`config.mk`:
```
export PLATFORM = sky130hd
export DESIGN_NAME = bpb_update_queue
export DESIGN_NICKNAME = d
export VERILOG_FILES = /design/src/rtl/bpb_update_queue.sv
export SDC_FILE = /design/constraint.sdc
export NUM_CORES = 1
export LEC_CHECK = 0
export BUFFER_PORTS_ARGS = -buffer_cell sky130_fd_sc_hd__buf_2
export CORE_AREA = 2 2 257 259
export DETAILED_ROUTE_END_ITERATION = 6
export DIE_AREA = 0 0 259 261
export HOLD_SLACK_MARGIN = 0.02
export PLACE_DENSITY = 0.68
export REMOVE_ABC_BUFFERS = 1
export SYNTH_ARGS = -nofsm -noshare
export SYNTH_HDL_FRONTEND = slang
export SYNTH_SLANG_ARGS = --single-unit
```
`constraint.sdc`:
```
create_clock -name clk -period 8 [get_ports clk]
set_input_delay 2 -clock clk [delete_from_list [all_inputs] [get_ports clk]]
set_output_delay 2 -clock clk [all_outputs]
set_load 0.02 [all_outputs]
```
`src/rtl/bpb_update_queue.sv`:
```
// Branch-outcome update queue feeding the BPB write port.
// Takes up to two resolved branches per cycle, coalesces updates to the PC
// already sitting at the tail, and drains one entry per cycle. Updates are
// hints, so a full queue drops them (and counts the drops) instead of stalling.
module bpb_update_queue #(
  parameter int DEPTH  = 8,
  parameter int PTR_W  = $clog2(DEPTH),
  parameter int DROP_W = 16
) (
  input  logic               clk,
  input  logic               reset,
  input  logic               flush,
  input  logic [1:0]         in_valid,
  input  logic [1:0][31:0]   in_pc,
  input  logic [1:0]         in_taken,
  input  logic [1:0][31:0]   in_target,
  input  logic               out_stall,
  output logic               wen,
  output logic [31:0]        pc_commit,
  output logic               taken_commit,
  output logic [31:0]        target_commit,
  output logic [PTR_W:0]     count,
  output logic [DROP_W-1:0]  drop_cnt
);

  localparam logic [PTR_W:0] LP_ONE = (PTR_W+1)'(1);

  // Queue bookkeeping
  logic [PTR_W-1:0]  r_head;
  logic [PTR_W-1:0]  r_tail;
  logic [PTR_W:0]    r_count;
  logic [DROP_W-1:0] r_drop;

  // Per-entry read views gathered from the storage generate block
  logic [31:0] w_pc_arr     [DEPTH];
  logic        w_taken_arr  [DEPTH];
  logic [31:0] w_target_arr [DEPTH];

  // Pop / newest-entry view
  logic             w_wen;
  logic [PTR_W-1:0] w_newest_idx;
  logic             w_newest_ok;
  logic [PTR_W:0]   w_space;
  logic             w_has1;
  logic             w_has2;

  // Lane decisions
  logic             w_v0;
  logic             w_v1;
  logic             w_merge0;
  logic             w_alloc0;
  logic             w_drop0;
  logic             w_merge1;
  logic             w_alloc1;
  logic             w_drop1;
  logic [PTR_W-1:0] w_slot1;
  logic [PTR_W-1:0] w_merge1_idx;

  // Drop counter next value
  logic [DROP_W:0]   w_drop_sum;
  logic [DROP_W-1:0] w_drop_next;

  // The BPB write is driven straight from registered occupancy, so a reset
  // clearing r_count drops wen without waiting for a clock.
  assign w_wen        = (r_count != '0) & ~out_stall;
  assign w_newest_idx = r_tail - PTR_W'(1);
  // The newest entry may only absorb a merge if it is not leaving this cycle.
  assign w_newest_ok  = (r_count != '0) & ~((r_count == LP_ONE) & w_wen);
  // Free space deliberately ignores the pop in flight.
  assign w_space      = (PTR_W+1)'(DEPTH) - r_count;
  assign w_has1       = (w_space != '0);
  assign w_has2       = (w_space > LP_ONE);

  // Lane 0 loses to lane 1 when both carry the same PC: lane 1 is younger.
  assign w_v0 = in_valid[0] & ~(in_valid[1] & (in_pc[0] == in_pc[1]));
  assign w_v1 = in_valid[1];

  // Per-lane merge / allocate / drop decisions, lane 0 first
  always_comb begin
    w_merge0     = 1'b0;
    w_alloc0     = 1'b0;
    w_drop0      = 1'b0;
    w_merge1     = 1'b0;
    w_alloc1     = 1'b0;
    w_drop1      = 1'b0;
    w_slot1      = r_tail;
    w_merge1_idx = w_newest_idx;

    if (w_v0) begin
      if (w_newest_ok && (in_pc[0] == w_pc_arr[w_newest_idx])) begin
        w_merge0 = 1'b1;
      end else if (w_has1) begin
        w_alloc0 = 1'b1;
      end else begin
        w_drop0 = 1'b1;
      end
    end

    if (w_alloc0) begin
      // Lane 0's fresh slot is now the newest entry lane 1 can merge into.
      w_slot1      = r_tail + PTR_W'(1);
      w_merge1_idx = r_tail;
    end

    if (w_v1) begin
      if (w_alloc0 ? (in_pc[1] == in_pc[0])
                   : (w_newest_ok && (in_pc[1] == w_pc_arr[w_newest_idx]))) begin
        w_merge1 = 1'b1;
      end else if (!w_drop0 && (w_alloc0 ? w_has2 : w_has1)) begin
        w_alloc1 = 1'b1;
      end else begin
        w_drop1 = 1'b1;
      end
    end
  end

  // Saturating add of this cycle's drops
  always_comb begin
    w_drop_sum  = {1'b0, r_drop} + (DROP_W+1)'(w_drop0) + (DROP_W+1)'(w_drop1);
    w_drop_next = w_drop_sum[DROP_W] ? '1 : w_drop_sum[DROP_W-1:0];
  end

  // Pointer, occupancy and drop-counter state
  always_ff @(posedge clk or posedge reset) begin
    if (reset) begin
      r_head  <= '0;
      r_tail  <= '0;
      r_count <= '0;
      r_drop  <= '0;
    end else if (flush) begin
      r_head  <= '0;
      r_tail  <= '0;
      r_count <= '0;
    end else begin
      r_head  <= r_head + PTR_W'(w_wen);
      r_tail  <= r_tail + PTR_W'(w_alloc0) + PTR_W'(w_alloc1);
      r_count <= r_count + (PTR_W+1)'(w_alloc0) + (PTR_W+1)'(w_alloc1)
                 - (PTR_W+1)'(w_wen);
      r_drop  <= w_drop_next;
    end
  end

  // Entry storage: each slot takes lane 0 or lane 1 data on allocate or merge
  genvar gi;
  generate
    for (gi = 0; gi < DEPTH; gi++) begin : g_entry
      logic [31:0] r_pc;
      logic        r_taken;
      logic [31:0] r_target;
      logic        w_wr0;
      logic        w_wr1;

      assign w_wr0 = ~flush & ((w_alloc0 & (r_tail == PTR_W'(gi))) |
                               (w_merge0 & (w_newest_idx == PTR_W'(gi))));
      assign w_wr1 = ~flush & ((w_alloc1 & (w_slot1 == PTR_W'(gi))) |
                               (w_merge1 & (w_merge1_idx == PTR_W'(gi))));

      // Slot write; lane 1 is younger so it wins a (theoretical) collision
      always_ff @(posedge clk) begin
        if (w_wr1) begin
          r_pc     <= in_pc[1];
          r_taken  <= in_taken[1];
          r_target <= in_target[1];
        end else if (w_wr0) begin
          r_pc     <= in_pc[0];
          r_taken  <= in_taken[0];
          r_target <= in_target[0];
        end
      end

      assign w_pc_arr[gi]     = r_pc;
      assign w_taken_arr[gi]  = r_taken;
      assign w_target_arr[gi] = r_target;
    end
  endgenerate

  assign wen           = w_wen;
  assign pc_commit     = w_pc_arr[r_head];
  assign taken_commit  = w_taken_arr[r_head];
  assign target_commit = w_target_arr[r_head];
  assign count         = r_count;
  assign drop_cnt      = r_drop;

endmodule

```
---- Word-level counts from Yosys, hierarchy flattened ----
Index checks and enable logic that the tools add are counted.
storage, ports and cells
  register bits ........................... 546
  word-level logic and storage cells ...... 252
  input bits .............................. 136
operators by class
  reductions and logical operators ........ 18
  bitwise gates (word level) .............. 75
  equal/unequal tests ..................... 33
  mux-type cells .......................... 84
  add/subtract/negate cells ............... 11
  $lt $le $gt $ge ......................... 3
operator list
  cell                                                                             count
  32-bit 2-to-1 mux                                                                38
  32-bit binary-select mux with 3-bit select                                       3
  32-bit == test                                                                   4
  1-bit AND                                                                        53
  3-bit == test, second input constant                                             16
  1-bit 2-to-1 mux                                                                 36
  3-bit by 2-bit == test with 1-bit output, second input constant                  8
  16-bit by 1-bit adder with 17-bit output                                         1
  17-bit by 1-bit adder with 17-bit output                                         1
  16-bit 2-to-1 mux                                                                1
  1-bit OR                                                                         16
  2-bit nonzero test                                                               8
  3-bit by 1-bit == test with 1-bit output, second input constant                  4
  3-bit logical NOT                                                                4
  3-bit 2-to-1 mux                                                                 4
  3-bit by 1-bit adder with 3-bit output                                           3
  4-bit by 1-bit adder with 4-bit output                                           2
  4-bit greater-or-equal comparator, second input constant                         2
  3-bit inverter with 4-bit output                                                 2
  4-bit nonzero test                                                               2
  4-bit by 1-bit == test with 1-bit output, second input constant                  1
  4-bit by 1-bit greater-than comparator with 1-bit output, second input constant  1
  4-bit 2-to-1 mux                                                                 1
  1-bit inverter                                                                   4
  7 further kinds                                                                  9

---- Depth between registers and ports, before layout ----
  depth in word-level cells ............... 18
  mapped depth ............................ 27
  mapped depth without buffers ............ 19

---- Worst setup path before layout ----
OpenSTA, ideal clock, no wires.
  path type ............................... register to register
  start ................................... reg r_tail[0]
  end ..................................... reg g_entry[0].r_pc[0] (enable)
  cell stages (with the launch flop) ...... 18
  arrival time ............................ 8.383 ns
  period minus slack after synthesis ...... 8.909 ns
  data required time ...................... 7.473 ns
  path slack .............................. -0.909 ns
  library setup time ...................... 0.527 ns
  path through ............................ dfrtp_1 buf_4 inv_1 buf_1 buf_1 clkbuf_1 ha_1 xor2_4 mux4_1 or2_2 o2111a_1 a2111oi_0 and4_4 and2_1 nand2_1 nor2_1 a22oi_1 a31oi_1
between the ends
  cells in the longest elaborated chain, start to end .. 18
RTL lines
  element                                                 line     RTL
  start, declared                                         30       logic [PTR_W-1:0] r_tail;
  start signal, assigned                                  136      r_tail <= r_tail + PTR_W'(w_alloc0) + PTR_W'(w_alloc1);
  3-bit by 1-bit subtractor with 3-bit output             66       assign w_newest_idx = r_tail - PTR_W'(1);
  3-bit inverter with 4-bit output (not written as such)  90, 107
  32-bit binary-select mux with 3-bit select              90, 107
  32-bit 2-to-1 mux (not written as such) (2 in series)   90, 107
  32-bit == test                                          90       if (w_newest_ok && (in_pc[0] == w_pc_arr[w_newest_idx])) begin
  1-bit logical AND                                       90
  1-bit 2-to-1 mux                                        90
  1-bit 2-to-1 mux                                        89       if (w_v0) begin
  1-bit 2-to-1 mux or 1-bit logical NOT (tied branches)   109      end else if (!w_drop0 && (w_alloc0 ? w_has2 : w_has1)) begin
  1-bit logical AND                                       109
  1-bit 2-to-1 mux                                        109
  1-bit 2-to-1 mux                                        106      if (w_alloc0 ? (in_pc[1] == in_pc[0])
  1-bit 2-to-1 mux                                        105      if (w_v1) begin
  1-bit AND                                               155      assign w_wr1 = ~flush & ((w_alloc1 & (w_slot1 == PTR_W'(gi))) |
  1-bit OR                                                155
  1-bit AND                                               155
  2-bit nonzero test (no line) (*)                        -
  end signal, assigned                                    161      r_pc <= in_pc[1];
  end signal, assigned                                    165      r_pc <= in_pc[0];
  end, declared                                           147      logic [31:0] r_pc;
Mark *: on every way between the ends. The rest lies on a longest branch, timed or not. The select of a mux whose other input is x is not followed.
A chain may end at the register's enable or synchronous reset.

---- Final worst setup path ----
  start ................................... reg r_tail[0]
  end ..................................... reg g_entry[4].r_pc[22] (enable)
between the ends
  cells in the longest elaborated chain, start to end .. 18
RTL lines
  element                                                 line
  3-bit by 1-bit subtractor with 3-bit output             66
  3-bit inverter with 4-bit output (not written as such)  90, 107
  32-bit binary-select mux with 3-bit select              90, 107
  32-bit 2-to-1 mux (not written as such) (2 in series)   90, 107
  32-bit == test                                          90
  1-bit logical AND                                       90
  1-bit 2-to-1 mux                                        90
  1-bit 2-to-1 mux                                        89
  1-bit 2-to-1 mux or 1-bit logical NOT (tied branches)   109
  1-bit logical AND                                       109
  1-bit 2-to-1 mux                                        109
  1-bit 2-to-1 mux                                        106
  1-bit 2-to-1 mux                                        105
  1-bit AND                                               155
  1-bit OR                                                155
  1-bit AND                                               155
  2-bit nonzero test (no line) (*)                        -
  end signal, assigned                                    161
  end signal, assigned                                    165
  end, declared                                           147
Marked as above.

==> flow_summary_export.csv <==
group,metric,value,unit
floorplanning,die_x,259,um
global_routing,groute.usage.overall,27.2,%
cts,cts_hold_buffers,0,
global_routing,gr-total-overflow,0,
synthesis,syn_avg_cell_area,15.6,um2
sta,slew_violations,0,
final_layout,fillers,5152,
hold_path,hp-class,"flop to flop",
route,drt_first_pass_iters,6,
synthesis,synthAdderAreaFrac,0.892,%
sta,tns,0,ps
critical_path,critPathRequiredTime,8340,ps
critical_path,startpoint_type,"flop",
floorplanning,design.core.area,65000,um2
sta,fmax,148,MHz
synthesis,yosysWarnings,0,
global_routing,grt_max_degree,132,
sta,relSlewSlack,28.0,%
cts,cts_num_sinks,546,
placement,place_ws,1430,ps
critical_path,worstSetupPathType,"flop to flop",
synthesis,synth_top_family_by_area,"multiplexers",
synthesis,synth_xor_area_share,2.83,%
final_layout,final_cell_mix,"edfxtp_1 (520), mux2_2 (426), buf_2 (221), mux4_2 (182), mux2_1 (101)",
sta,hold_viol_final,0,
synthesis,yosysSeqAreaShare,49.5,%
pwr,leakagePower,12.4,nW
final_layout,final_common_cell,"edfxtp_1",
cts,cts_tree,"done",
placement,finalWeightedCongestion,0.935,
cts,worstSkewPairLatency,660,ps
route,post_drt_wl_per_cell,29.4,um
final_layout,nNetsFinal,2386,
final_layout,final_util,56.1,%
synthesis,synthMuxAreaShare,36.6,%
route,dr.first_iter.drc_count,2112,
sta,finalCritPeriodShare,84.3,%
pwr,peakVddDrop,0.000222,V
synthesis,syn_area,32800,um2
floorplanning,dieArea,67600,um2
sta,finClkSkew,23.3,ps
floorplanning,start_util,50.5,%
pwr,power,11.6,mW
global_routing,antenna_found_initial,15,
route,viasPerCell,6.42,
final_layout,area_growth,11.1,%
route,vias,20200,
synthesis,synth.ff_latch_count,546,
sta,final-setup-viol-count,0,
cts,cts-root-buf,"clkbuf_16",
sta,holdWs,503,ps
critical_path,critPathCaptureType,"flop",
cts,clk_path_buf_depth,3,
run_status,outcome,"finished clean",
pwr,p_per_area,317,nW/um2
cts,cts-resized-gates,0,
run,maxCapViolCount,0,
cts,cts_buffers,61,
global_routing,grt_pass1_wl,136000,um
route,wirelength,92300,um
synthesis,synth_ff_type,"edfxtp_1",
synthesis,syn_inst,2102,
cts,h-tree-depth,2,
sta,layout_min_cycle_time,6740,ps
critical_path,crit_arrival,7080,ps
synthesis,synth_edf_count,520,
placement,place_hpwl,54600,um
synthesis,async_flop_share,4.76,%
synthesis,synth-compound-area-share,2.68,%
synthesis,synth-simple-area-share,3.52,%
placement,io_buffers,221,
floorplanning,die_y,261,um
sta,rsz0062_at_grt,"no",
floorplanning,io_pins,222,
critical_path,cp_max_fo,42,
floorplanning,placementRows,94,
cts,clkTransAtPathRegs,60,ps
sta,setup_slack,1260,ps
final_layout,drive_gt1_share,46.6,%
route,drc,0,
sta,max_slew.worst_pin.slew,1080,ps
synthesis,synth_cell_type_count,76,
cts,postCtsSetupRepairBufs,0,
route,ant_nets,0,
critical_path,reg2reg_setup_slack,1260,ps
global_routing,grt_pass1_vias,20900,
## cell families (layout without fill, tap and decap cells)
logic type               count (synthesis)  in the layout
adder cells (fa/ha/maj)                 21             21
AO/OA/AOI/OAI                          120            120
other                                    0              4
AND/OR/NAND/NOR                        224            224
flip-flops                             546            546
XOR/XNOR                               104            104
multiplexers                           855            855
buffers and inverters                  232            404
## critical path: stages (launching register included)
cell       delay, ps
dfrtp_4          490
inv_1            440
ha_4             680
buf_4            470
mux2i_1          170
mux2_2           310
o21a_1           190
a2111oi_0        550
and4_1           300
nor4b_1          440
a211o_2          400
nand2_1          110
o22ai_1          500
nand2_1          200
a31oi_4          820
buf_12           290
## per-stage QoR
step	instance area [um2]	cells
after floorplan	31600	1899
after global placement	34600	3030
after detailed placement	34600	3030
after CTS	36500	3138
after global routing	36500	3139
final	36500	3142
## layer usage
| layer | global-route usage [%] | share of wire (%) | vias to the layer above |
|---|---|---|---|
| met5 | 0 | 0.15 | - |
| met4 | 8.53 | 2.8 | 24 |
| met3 | 4.79 | 8.0 | 185 |
| met2 | 45.2 | 49 | 830 |
| met1 | 36.7 | 40 | 10500 |
| li1 | - | - | 8611 |
## synthesized netlist by cell type (4+ instances only)
library cell    n  area, um2
nor2b_1         8       50.1
mux2_1        101       1140
ha_1           17        213
edfxtp_1      520      15600
inv_1          28        105
xor2_1         28        245
buf_1          18       67.6
dfrtp_1        26        651
o2111ai_1       4       35.0
o22ai_1         7       43.8
nor3_1         15       75.1
xnor2_1        75        657
or4_1           5       37.5
a22oi_1        11       82.6
nor2_1         44        165
a2111oi_0       6       52.6
mux2_2        426       4800
nand2_1        66        248
clkbuf_1       97        364
nand3_1        22        110
and2_1          4       25.0
mux2_4         71       1070
fa_1            4       80.1
o21ai_0        12       60.1
nand4_1        11       68.8
and4_1          5       43.8
buf_6          17        191
nor4_1          6       37.5
o221ai_1        7       61.3
nand2b_1        5       31.3
nor3b_1         6       45.0
buf_2          31        155
mux4_2        182       4100
mux2i_1        65        651
o32ai_1         4       35.0
and3_1          7       43.8
nand3b_1        4       30.0
buf_12          9        180
buf_4          31        233
a21oi_1        21        105
a31oi_1        13       81.3
o211ai_1        5       37.5
mux4_1         10        263
## power by group
| part | switching [mW] | leakage [nW] | internal [mW] |
|---|---|---|---|
| Clock | 1.18 | 0.894 | 1.48 |
| Combinational | 2.91 | 6.43 | 2.23 |
| Sequential | 0.192 | 5.04 | 3.56 |
## path summary, 6_finish.rpt
check	start	end	cells past startpoint
max in group asynchronous	reset	r_head[2]	2
worst min register to register	drop_cnt[12]	drop_cnt[12]	1
worst min-delay path	drop_cnt[12]	drop_cnt[12]	1
min in group asynchronous	reset	r_tail[0]	2
worst max register to register	r_tail[0]	g_entry[4].r_pc[22]	15
worst max-delay path	r_tail[0]	g_entry[4].r_pc[22]	15
## sequential cells by signal, indices dropped and copies added (netlist names)
register / flops
drop_cnt: 16
r_tail: 3
g_entry.r_taken: 8
g_entry.r_target: 256
r_head: 3
g_entry.r_pc: 256
count: 4
## layout make-up
class / instances / area, um2 / area share (%)
Antenna cell: 4 / 10.0 / 0.0274
Clock buffer: 74 / 1600 / 4.38
Clock inverter: 34 / 267 / 0.730
Multi-Input combinational cell: 1324 / 15500 / 42.4
Inverter: 29 / 109 / 0.298
Sequential cell: 546 / 16300 / 44.6
Timing Repair Buffer: 267 / 1690 / 4.63
Tap cell: 864 / 1080 / 2.96
Note: power is estimated with default switching activity, not from simulation.
